[config.mk]
export PLATFORM = sky130hd
export DESIGN_NAME = mem_io_cycle_fsm
export DESIGN_NICKNAME = d
export VERILOG_FILES = /design/src/rtl/mem_io_cycle_fsm.sv
export SDC_FILE = /design/constraint.sdc
export NUM_CORES = 1
export LEC_CHECK = 0
export ABC_AREA = 1
export BUFFER_PORTS_ARGS = -buffer_cell sky130_fd_sc_hd__buf_2
export CAP_MARGIN = 30
export CORE_MARGIN = 2
export CORE_UTILIZATION = 35
export DETAILED_ROUTE_END_ITERATION = 10
export HOLD_SLACK_MARGIN = 0.15
export MAX_ROUTING_LAYER = met4
export SETUP_SLACK_MARGIN = 0.02
export SYNTH_ARGS = -nofsm -noshare
export SYNTH_HDL_FRONTEND = slang
export SYNTH_SLANG_ARGS = --single-unit
[constraint.sdc]
create_clock -name clk -period 1.6 [get_ports clk]
set_input_delay 0 -clock clk [delete_from_list [all_inputs] [get_ports clk]]
set_output_delay 0 -clock clk [all_outputs]
set_load 0.1 [all_outputs]
[src/rtl/mem_io_cycle_fsm.sv]
// mem_io_cycle_fsm: Z80 memory/IO read/write machine-cycle engine with wait states and read capture
module mem_io_cycle_fsm (
  input  logic        clk,
  input  logic        rst_L,
  input  logic        start,
  input  logic        is_write,
  input  logic        is_io,
  input  logic [15:0] addr_in,
  input  logic [7:0]  wr_data,
  input  logic [7:0]  data_in,
  input  logic        WAIT_L,
  output logic [15:0] addr_out,
  output logic [7:0]  data_out,
  output logic        drive_addr,
  output logic        drive_data,
  output logic        MREQ_L,
  output logic        IORQ_L,
  output logic        RD_L,
  output logic        WR_L,
  output logic [7:0]  rd_data,
  output logic        rd_valid,
  output logic        done,
  output logic        busy
);
  typedef enum logic [2:0] {IDLE, T1, T2, TWA, TW, T3} state_t;
  state_t state, next;
  logic [15:0] a_q;
  logic [7:0] d_q;
  logic w_q, io_q, load;
  assign load = start && (state == IDLE || state == T3);
  always_comb begin
    next = state;
    case (state)
      IDLE:    next = start ? T1 : IDLE;
      T1:      next = T2;
      T2:      next = io_q ? TWA : (WAIT_L ? T3 : TW);
      TWA, TW: next = WAIT_L ? T3 : TW;
      T3:      next = start ? T1 : IDLE;
      default: next = IDLE;
    endcase
  end
  always_ff @(posedge clk) begin
    if (!rst_L) begin
      state    <= IDLE;
      a_q      <= '0;
      d_q      <= '0;
      w_q      <= 1'b0;
      io_q     <= 1'b0;
      rd_data  <= '0;
      rd_valid <= 1'b0;
    end else begin
      state    <= next;
      rd_valid <= state == T3 && !w_q;
      if (state == T3 && !w_q) rd_data <= data_in;
      if (load) begin
        a_q  <= addr_in;
        d_q  <= wr_data;
        w_q  <= is_write;
        io_q <= is_io;
      end
    end
  end
  assign busy       = state != IDLE;
  assign done       = state == T3;
  assign drive_addr = busy;
  assign drive_data = busy && w_q;
  assign addr_out   = busy ? a_q : 16'h0000;
  assign data_out   = drive_data ? d_q : 8'h00;
  assign MREQ_L     = !(busy && !io_q);
  assign IORQ_L     = !(busy && io_q && state != T1);
  assign RD_L       = !(busy && !w_q && (!io_q || state != T1));
  assign WR_L       = !(busy && w_q && state != T1);
endmodule

==> results of run 1 <==
[worst paths after layout]
path	endpoint	cells past startpoint	slack, ns
max	addr_out[10]	6	0.09
min reg2reg	a_q[10]	2	0.48
min	state[0]	4	0.34
max reg2reg	rd_data[2]	6	0.28
[worst max-delay path: stages, from the launching register on]
cell        delay (ns)
dfxtp_4           0.39
nor2_2            0.06
nand2_4           0.14
clkinvlp_4        0.12
buf_12            0.19
nor2_4            0.14
buf_12            0.18
[sequential cells by signal (all words and copies together) (netlist names)]
name      flops
io_q          1
rd_data       8
a_q          16
state         3
rd_valid      1
d_q           8
w_q           1
[metrics by stage]
stage / util [%] / instances / total power (uW)
final: 65.87 / 478 / 3483
after global routing: 65.87 / 478 / 3666
after CTS: 65.68 / 478 / 3507
after detailed placement: 56.64 / 434 / 2762
after global placement: 56.64 / 434 / 2747
after floorplan: - / 297 / 2373
[cells by family after synthesis]
| family | share of synthesized area, % |
|---|---|
| AND/OR/NAND/NOR | 31.08 |
| buffers and inverters | 17.33 |
| flip-flops | 41.16 |
| AO/OA/AOI/OAI | 10.43 |
[metal layers]
metal,routed length (um),vias up,share of wire (%)
li1,-,1110,-
met1,2244,899,44
met2,2536,54,50
met3,148,12,2.9
met4,124,0,2.5
met5,0,-,0
[where the power goes]
group	internal (uW)	switching, uW	leakage (uW)
combinational	542	1160	0.00119
clock	348	320	0.0000482
sequential	1050	60.1	0.000314
[cells in the final DEF, fill, tap and decap left out]
cell type      synthesis  routed
nand2_2                2       1
o21ai_0                9       9
dfxtp_1               38      35
nor2_2                 0       2
nand2_4                0       1
clkbuf_1               8       1
buf_12                 0      27
clkbuf_4               0       1
nand3_1               30      30
buf_4                  4       4
clkinvlp_4             0       2
nand4_1                1       1
nor2_1                73      47
buf_2                  4      52
clkinv_2               0       1
dfxtp_4                0       2
o211ai_1               1       1
nand2_1               35      34
dlygate4sd3_1          0      36
inv_2                  1       2
a21oi_1               28      28
inv_1                 62      59
nor2_4                 0      24
nand2_8                0       1
dfxtp_2                0       1
clkbuf_8               0       6
[what timing repair did]
item | CTS | global route
resized for setup | 2 | 4
endpoints found under the setup margin | 6 | 18
hold buffers | 36 | 0
hold endpoints to repair | 38 | 0
[area by class of cell]
type / count / share of cell area, %
well taps: 70 / 2.603
clock inverters: 1 / 0.1488
clock buffers: 7 / 2.566
flip-flops and latches: 38 / 22.87
multi-input cells: 179 / 28.93
inverters: 63 / 7.252
repair buffers: 120 / 35.63
==> out/qor.txt, run 1 <==
Crit start category -> flip-flop
Buffers on Ports -> 78
Final nets -> 445
Most used DFF post-synth -> dfxtp_1
TritonCTS Buffers -> 5
Max cap viols -> 0
Most common cell in the netlist -> nor2_1
Post CTS Setup Buffer Count -> 0
Placed wire-length estimate -> 3258 um
Syn Inst Count -> 297
Core Region -> 5107 um2
CTS H-tree lvls -> 2
Vias per cell -> 4.341
Setup violations, final -> 0
DRT iter0 DRCs -> 72
Met2 usage -> 30.96%
First-pass GRT wire length -> 8466 um
Synth area leaders -> dfxtp_1 41%, nor2_1 15%, inv_1 13%
DRT antenna net count -> 0
Vias in the first global route -> 1,921
Router iterations before antenna repair -> 5
Fillers -> 459
I/O pins -> 79
GRT Overall Usage -> 18.07%
Max VDD drop -> 565.1 uV
Final wirelength -> 5053 um
RSZ-0062 raised after global routing -> true
Design Area, Final -> 3364 um2
Post-synth top area share -> 41.16%
Diodes inserted -> 0
Status -> finished clean
Critical setup path kind -> flip-flop to primary output
Post-synth EDFFs -> 0
Final cycle utilization of the critical path -> 94.35%
Largest net degree at the start of global routing -> 54
FF-to-FF Start -> state[0]
Hold Path Class -> input pin to flip-flop
RePlAce Congestion -> 0.7539
Min-delay src -> start
Rel. slew slack -> 66.57%
Distinct cells, synth -> 15
Die width -> 76.67 um
Syn nets -> 335
Arrival @ worst endpoint -> 1.51 ns
Seq cells post-synth -> 38
Root buf cell -> clkbuf_8
Number of clock sinks -> 38
Cell accounting for the most synthesized area -> dfxtp_1
Drt drc -> 0
Area of the multi-input gates -> 973.4 um2
Slew Limit Fails -> 0
Crit. End Element -> primary output
CP Max Fanout -> 16
Fmax -> 662.4 MHz
Die Y -> 76.67 um
Clock period minus worst slack -> 1.510 ns
Met1 Resource Use GR -> 21.07%
Register area -> 769.5 um2
# rows -> 26
Drt wl/cell -> 10.57 um
Pwr/cell area -> 1035 nW/um2
DR vias -> 2,075
Final Skew -> 0.004468 ns
CTS tree -> yes
Setup TNS -> 0 ns
Sequential fraction of the synthesis area -> 41.16%
Initial Utilization -> 36.18%
Post-Syn Area per Cell -> 6.222 um2
Total grt overflow -> 0
Setup WS pre-CTS -> 0.2630 ns
Setup WS post-layout -> 0.09044 ns
Post-DP Area -> 2893 um2
YS warnings -> 0
Post-synth top cells -> 73 x nor2_1, 62 x inv_1, 38 x dfxtp_1
Worst hold slack -> 0.3441 ns
Final Hold Fails -> 0
Pleak -> 0.001556 uW
Critical Path Source -> state[1]
Post-synth ARST share -> 0%
Syn-to-layout area delta -> 82.06%
Met3 Usage GRT -> 2.941%
Clock-pin slew on the worst setup and hold paths -> 0.07 ns
Fraction of layout cells with a size suffix above 1 -> 31.13%
Data required, critical path -> 1.60 ns
Longest Clk Path Bufs -> 2
Gr busiest metal -> met2
Die ar. -> 5878 um2
Mapped Area -> 1848 um2
Skew-Pair Late Insertion Delay -> 0.28 ns
Initial antenna violation count -> 0
Worst-Margin Slew -> 0.5015 ns
No activity file was read; power rests on OpenSTA's default activity.
==> run 2, diff against run 1 <==
==> constraint.sdc (replaced) <==
create_clock -name clk -period 1.6 [get_ports clk]
set_input_delay 0.32 -clock clk [delete_from_list [all_inputs] [get_ports clk]]
set_output_delay 0.32 -clock clk [all_outputs]
set_load 0.1 [all_outputs]
==> out/qor.txt, run 2 (same netlist as run 1, synthesis figures left out) <==
Die width -> 76.67 um
Final Skew -> 0.006298 ns
Placed wire-length estimate -> 3426 um
Top flop regs -> a_q: 16 flops, d_q: 8 flops, rd_data: 8 flops
Fraction of layout cells with a size suffix above 1 -> 37.31%
Final Hold Fails -> 0
Buffers on Ports -> 78
Initial antenna violation count -> 0
Core Region -> 5107 um2
Cell total after placement -> 443
Initial Utilization -> 36.18%
Crit-path max cell delay -> 0.35 ns
Critical-path top delay cell -> dfxtp_2
CTS tree -> yes
Root buf cell -> clkbuf_8
Die ar. -> 5878 um2
Worst-Margin Slew -> 0.4907 ns
Longest Clk Path Bufs -> 2
Setup TNS -> -3.329 ns
Max cap viols -> 0
Vias in the first global route -> 1,849
# rows -> 26
Setup violations, final -> 26
Number of non-filler instances in the completed layout -> 456
Max FFs per register -> 16
Max VDD drop -> 608.7 uV
Status -> finished, violations left
Skew-Pair Late Insertion Delay -> 0.28 ns
Final cycle utilization of the critical path -> 111.1%
DRT antenna net count -> 0
Die Y -> 76.67 um
Router iterations before antenna repair -> 4
Data required, critical path -> 1.28 ns
Most common cell after layout, fill and taps aside -> inv_1
Largest net degree at the start of global routing -> 54
Fillers -> 460
Final wirelength -> 4732 um
Fmax -> 562.5 MHz
CTS H-tree lvls -> 2
Largest Register -> a_q
Slew Limit Fails -> 0
Final Core Density -> 64.77%
Critical setup path kind -> flip-flop to primary output
Clock-pin slew on the worst setup and hold paths -> 0.07 ns
Drt drc -> 0
RSZ-0062 raised after global routing -> true
Clock period minus worst slack -> 1.778 ns
Pleak -> 0.001542 uW
Syn-to-layout area delta -> 79.01%
Vias per cell -> 4.395
Hold Path Class -> input pin to flip-flop
Failing checks -> setup timing
Worst hold slack -> 0.2784 ns
RePlAce Congestion -> 0.7400
Setup WS post-layout -> -0.1777 ns
Arrival @ worst endpoint -> 1.46 ns
Crit. End Element -> primary output
Diodes inserted -> 0
CP Max Fanout -> 3
I/O pins -> 79
DRT iter0 DRCs -> 78
Crit start category -> flip-flop
Pwr/cell area -> 1104 nW/um2
GRT Overall Usage -> 17.30%
Final nets -> 424
Total grt overflow -> 0
First-pass GRT wire length -> 8142 um
DR vias -> 2,004
Number of clock sinks -> 38
TritonCTS Buffers -> 5
Rel. slew slack -> 67.51%
Drt wl/cell -> 10.38 um
Commonest non-fill, non-tap cells in the layout -> 58 x inv_1, 47 x nor2_1, 46 x buf_2
CP Cell Sequence -> buf_4 -> inv_2 -> nor2_4 -> nand2_2 -> o211ai_1 -> buf_12
-- run 2: per-layer routing --
layer,up-vias,track usage [%],share of wire (%)
met4,0,5.636,1.7
met2,54,29.30,49
met1,880,20.41,44
met5,-,-,0
met3,7,3.765,5.3
li1,1063,-,-
-- run 2: timing repair --
| action | CTS | global route |
|---|---|---|
| setup buffers | 5 | 1 |
| resized for setup | 9 | 6 |
| pin swaps | 6 | 0 |
| hold buffers | 0 | 0 |
| endpoints found under the setup margin | 29 | 32 |
-- run 2: final timing paths --
| kind | start | endpoint | cells past startpoint | slack (ns) |
|---|---|---|---|---|
| max | state[0] | RD_L | 6 | -0.18 |
| min | data_in[2] | rd_data[2] | 3 | 0.28 |
| max reg2reg | state[0] | rd_data[7] | 8 | 0.23 |
| min reg2reg | a_q[15] | a_q[15] | 2 | 0.48 |
-- run 2: critical path, delay by kind of cell (launching register included) --
kind                   cells  cell delay [ns]
AO/OA/AOI/OAI              1             0.26
buffers and inverters      3             0.38
flip-flops                 1             0.35
AND/OR/NAND/NOR            2             0.18
-- run 2: power by group --
part	switching, uW	leakage, uW	internal (uW)
clock network	303	0.0000383	300
registers	59.9	0.000314	1050
logic	1220	0.00119	714
total	1580	0.00154	2070
-- run 2: cell type report --
| class | instances | area, um2 | share of cell area (%) |
|---|---|---|---|
| Clock buffer | 7 | 76.32 | 2.307 |
| Inverter | 63 | 246.5 | 7.451 |
| Multi-Input combinational cell | 179 | 1007 | 30.45 |
| Sequential cell | 38 | 764.5 | 23.11 |
| Tap cell | 70 | 87.58 | 2.648 |
| Timing Repair Buffer | 99 | 1126 | 34.04 |
-- run 2: stage by stage --
stage                     power [uW]  instance area, um2  worst slack [ns]
after floorplan                 2390                2085           -0.7606
after global placement          2946                3119           0.03841
after detailed placement        2965                3119          0.004359
after CTS                       3670                3281           -0.1767
after global routing            3853                3308           -0.2378
final                           3651                3308           -0.1777
==> run 3, diff against run 2 <==
--- a/config.mk
+++ b/config.mk
@@ -6,7 +6,7 @@
 export NUM_CORES = 1
 export LEC_CHECK = 0
 export ABC_AREA = 1
-export BUFFER_PORTS_ARGS = -buffer_cell sky130_fd_sc_hd__buf_2
+export BUFFER_PORTS_ARGS = -buffer_cell sky130_fd_sc_hd__clkbuf_2
 export CAP_MARGIN = 30
 export CORE_MARGIN = 2
 export CORE_UTILIZATION = 35
==> out/qor.txt, run 3 (same netlist as run 1, synthesis figures left out) <==
Status -> finished, violations left
Failing checks -> setup timing
Pwr/cell area -> 1103 nW/um2
Area of the multi-input gates -> 1015 um2
FF-to-FF Start -> state[0]
Drt wl/cell -> 10.62 um
Final wirelength -> 4873 um
Final Hold Fails -> 0
Diodes inserted -> 0
Met1 Resource Use GR -> 20.66%
Reg power frac -> 30.4%
Worst-case reg-to-reg path depth -> 9
CTS tree -> yes
Commonest non-fill, non-tap cells in the layout -> 57 x inv_1, 46 x nor2_1, 46 x clkbuf_2
Reg2reg end -> rd_data[7]
Final Skew -> 0.006692 ns
DR vias -> 2,016
Hold Crit Depth -> 3
P_int -> 2085 uW
Crit start category -> flip-flop
FF-to-FF setup slack -> 0.15 ns
Vias in the first global route -> 1,802
I/O pins -> 79
Initial antenna violation count -> 0
Max VDD drop -> 524.1 uV
Root buf cell -> clkbuf_8
Final cycle utilization of the critical path -> 109.9%
Longest Clk Path Bufs -> 2
Setup violations, final -> 27
Arrival @ worst endpoint -> 1.44 ns
Total grt overflow -> 0
Final Core Density -> 65.43%
Slew Limit Fails -> 0
Register area -> 764.5 um2
Combinational fraction of design power -> 53.1%
Clock period minus worst slack -> 1.759 ns
Largest net degree at the start of global routing -> 54
Number of clock sinks -> 38
Syn-to-layout area delta -> 80.84%
Max cap viols -> 0
TritonCTS Buffers -> 5
Worst-Margin Slew -> 0.5479 ns
Met2 usage -> 29.82%
Most common cell after layout, fill and taps aside -> inv_1
Drt drc -> 0
DRT antenna net count -> 0
Fmax -> 568.5 MHz
RePlAce Congestion -> 0.7408
Fillers -> 448
Met3 Usage GRT -> 2.706%
Router iterations before antenna repair -> 4
Pleak -> 0.001558 uW
Worst hold slack -> 0.3012 ns
Fraction of layout cells with a size suffix above 1 -> 38.82%
Critical setup path kind -> flip-flop to primary output
Skew-Pair Late Insertion Delay -> 0.28 ns
Setup WS pre-CTS -> 0.01209 ns
Vias per cell -> 4.392
Largest Register -> a_q
Die ar. -> 5878 um2
Crit. End Element -> primary output
Post-DP Area -> 3119 um2
Clock share of power -> 16.5%
Min-Delay Endpoint -> rd_data[0]
DRT iter0 DRCs -> 57
CP Max Fanout -> 3
Initial Utilization -> 36.18%
Setup WS post-layout -> -0.1590 ns
Buffers on Ports -> 78
Min-delay src -> data_in[0]
Core Region -> 5107 um2
Gr busiest metal -> met2
GRT Overall Usage -> 17.21%
Data required, critical path -> 1.28 ns
Clock-pin slew on the worst setup and hold paths -> 0.07 ns
# rows -> 26
Final nets -> 427
Net Sw Frac -> 43.41%
RSZ-0062 raised after global routing -> true
Rel. slew slack -> 63.63%
CTS H-tree lvls -> 2
Max FFs per register -> 16
Design Area, Final -> 3342 um2
First-pass GRT wire length -> 8169 um
Post-CTS Hold Buffers -> 0
Top flop regs -> a_q: 16 flops, d_q: 8 flops, rd_data: 8 flops
Die Y -> 76.67 um
Psw -> 1600 uW
Die width -> 76.67 um
Hold Path Class -> input pin to flip-flop
Placed wire-length estimate -> 3585 um
run 3: area by class of cell:
type	count	area share, %
inverter	63	7.375
tap	70	2.621
sequential	38	22.88
clock buffer	7	2.284
multi-input combinational	179	30.36
timing repair buffer	102	34.48
run 3: power by group through the flow:
stage | Combinational [uW] | Clock (uW) | Sequential, uW
floorplan | 1220 | 0 | 1170
global placement | 1820 | 0 | 1130
detailed placement | 1840 | 0 | 1130
CTS | 1930 | 629 | 1120
global route | 2070 | 676 | 1130
finish | 1960 | 609 | 1120
run 3: what timing repair did:
item                       4_1_cts  5_1_grt
buffers inserted                 6        3
setup endpoints to repair       28       38
gates resized for setup         12        8
pin swaps                        3        4
run 3: stage by stage:
stage | instances | setup TNS [ns] | power, uW
detailed placement | 443 | 0 | 2968
global placement | 443 | 0 | 2948
CTS | 456 | -3.580 | 3678
finish | 459 | -3.248 | 3685
floorplan | 297 | -12.60 | 2390
global route | 459 | -4.904 | 3880
run 3: worst max-delay path by stage:
stage | startpoint | to | depth (start not counted)
3_5_place_dp | state[2] | addr_out[15] | 6
3_3_place_gp | state[0] | addr_out[2] | 6
6_report | state[0] | RD_L | 6
4_1_cts | state[1] | addr_out[15] | 6
2_1_floorplan | state[0] | RD_L | 4
5_1_grt | state[0] | RD_L | 6
run 3: worst max-delay path, stage by stage (launching register included):
cell and delay (ns):
dfxtp_2 0.36, buf_4 0.13, inv_2 0.04, nor2_4 0.09, nand2_2 0.07, o211ai_1 0.25
buf_12 0.22
run 3: per-layer routing:
| metal | vias to the layer above | part of all wire [%] |
|---|---|---|
| met1 | 898 | 44 |
| met4 | 0 | 0.70 |
| met5 | - | 0 |
| li1 | 1072 | - |
| met2 | 44 | 52 |
| met3 | 2 | 3.4 |
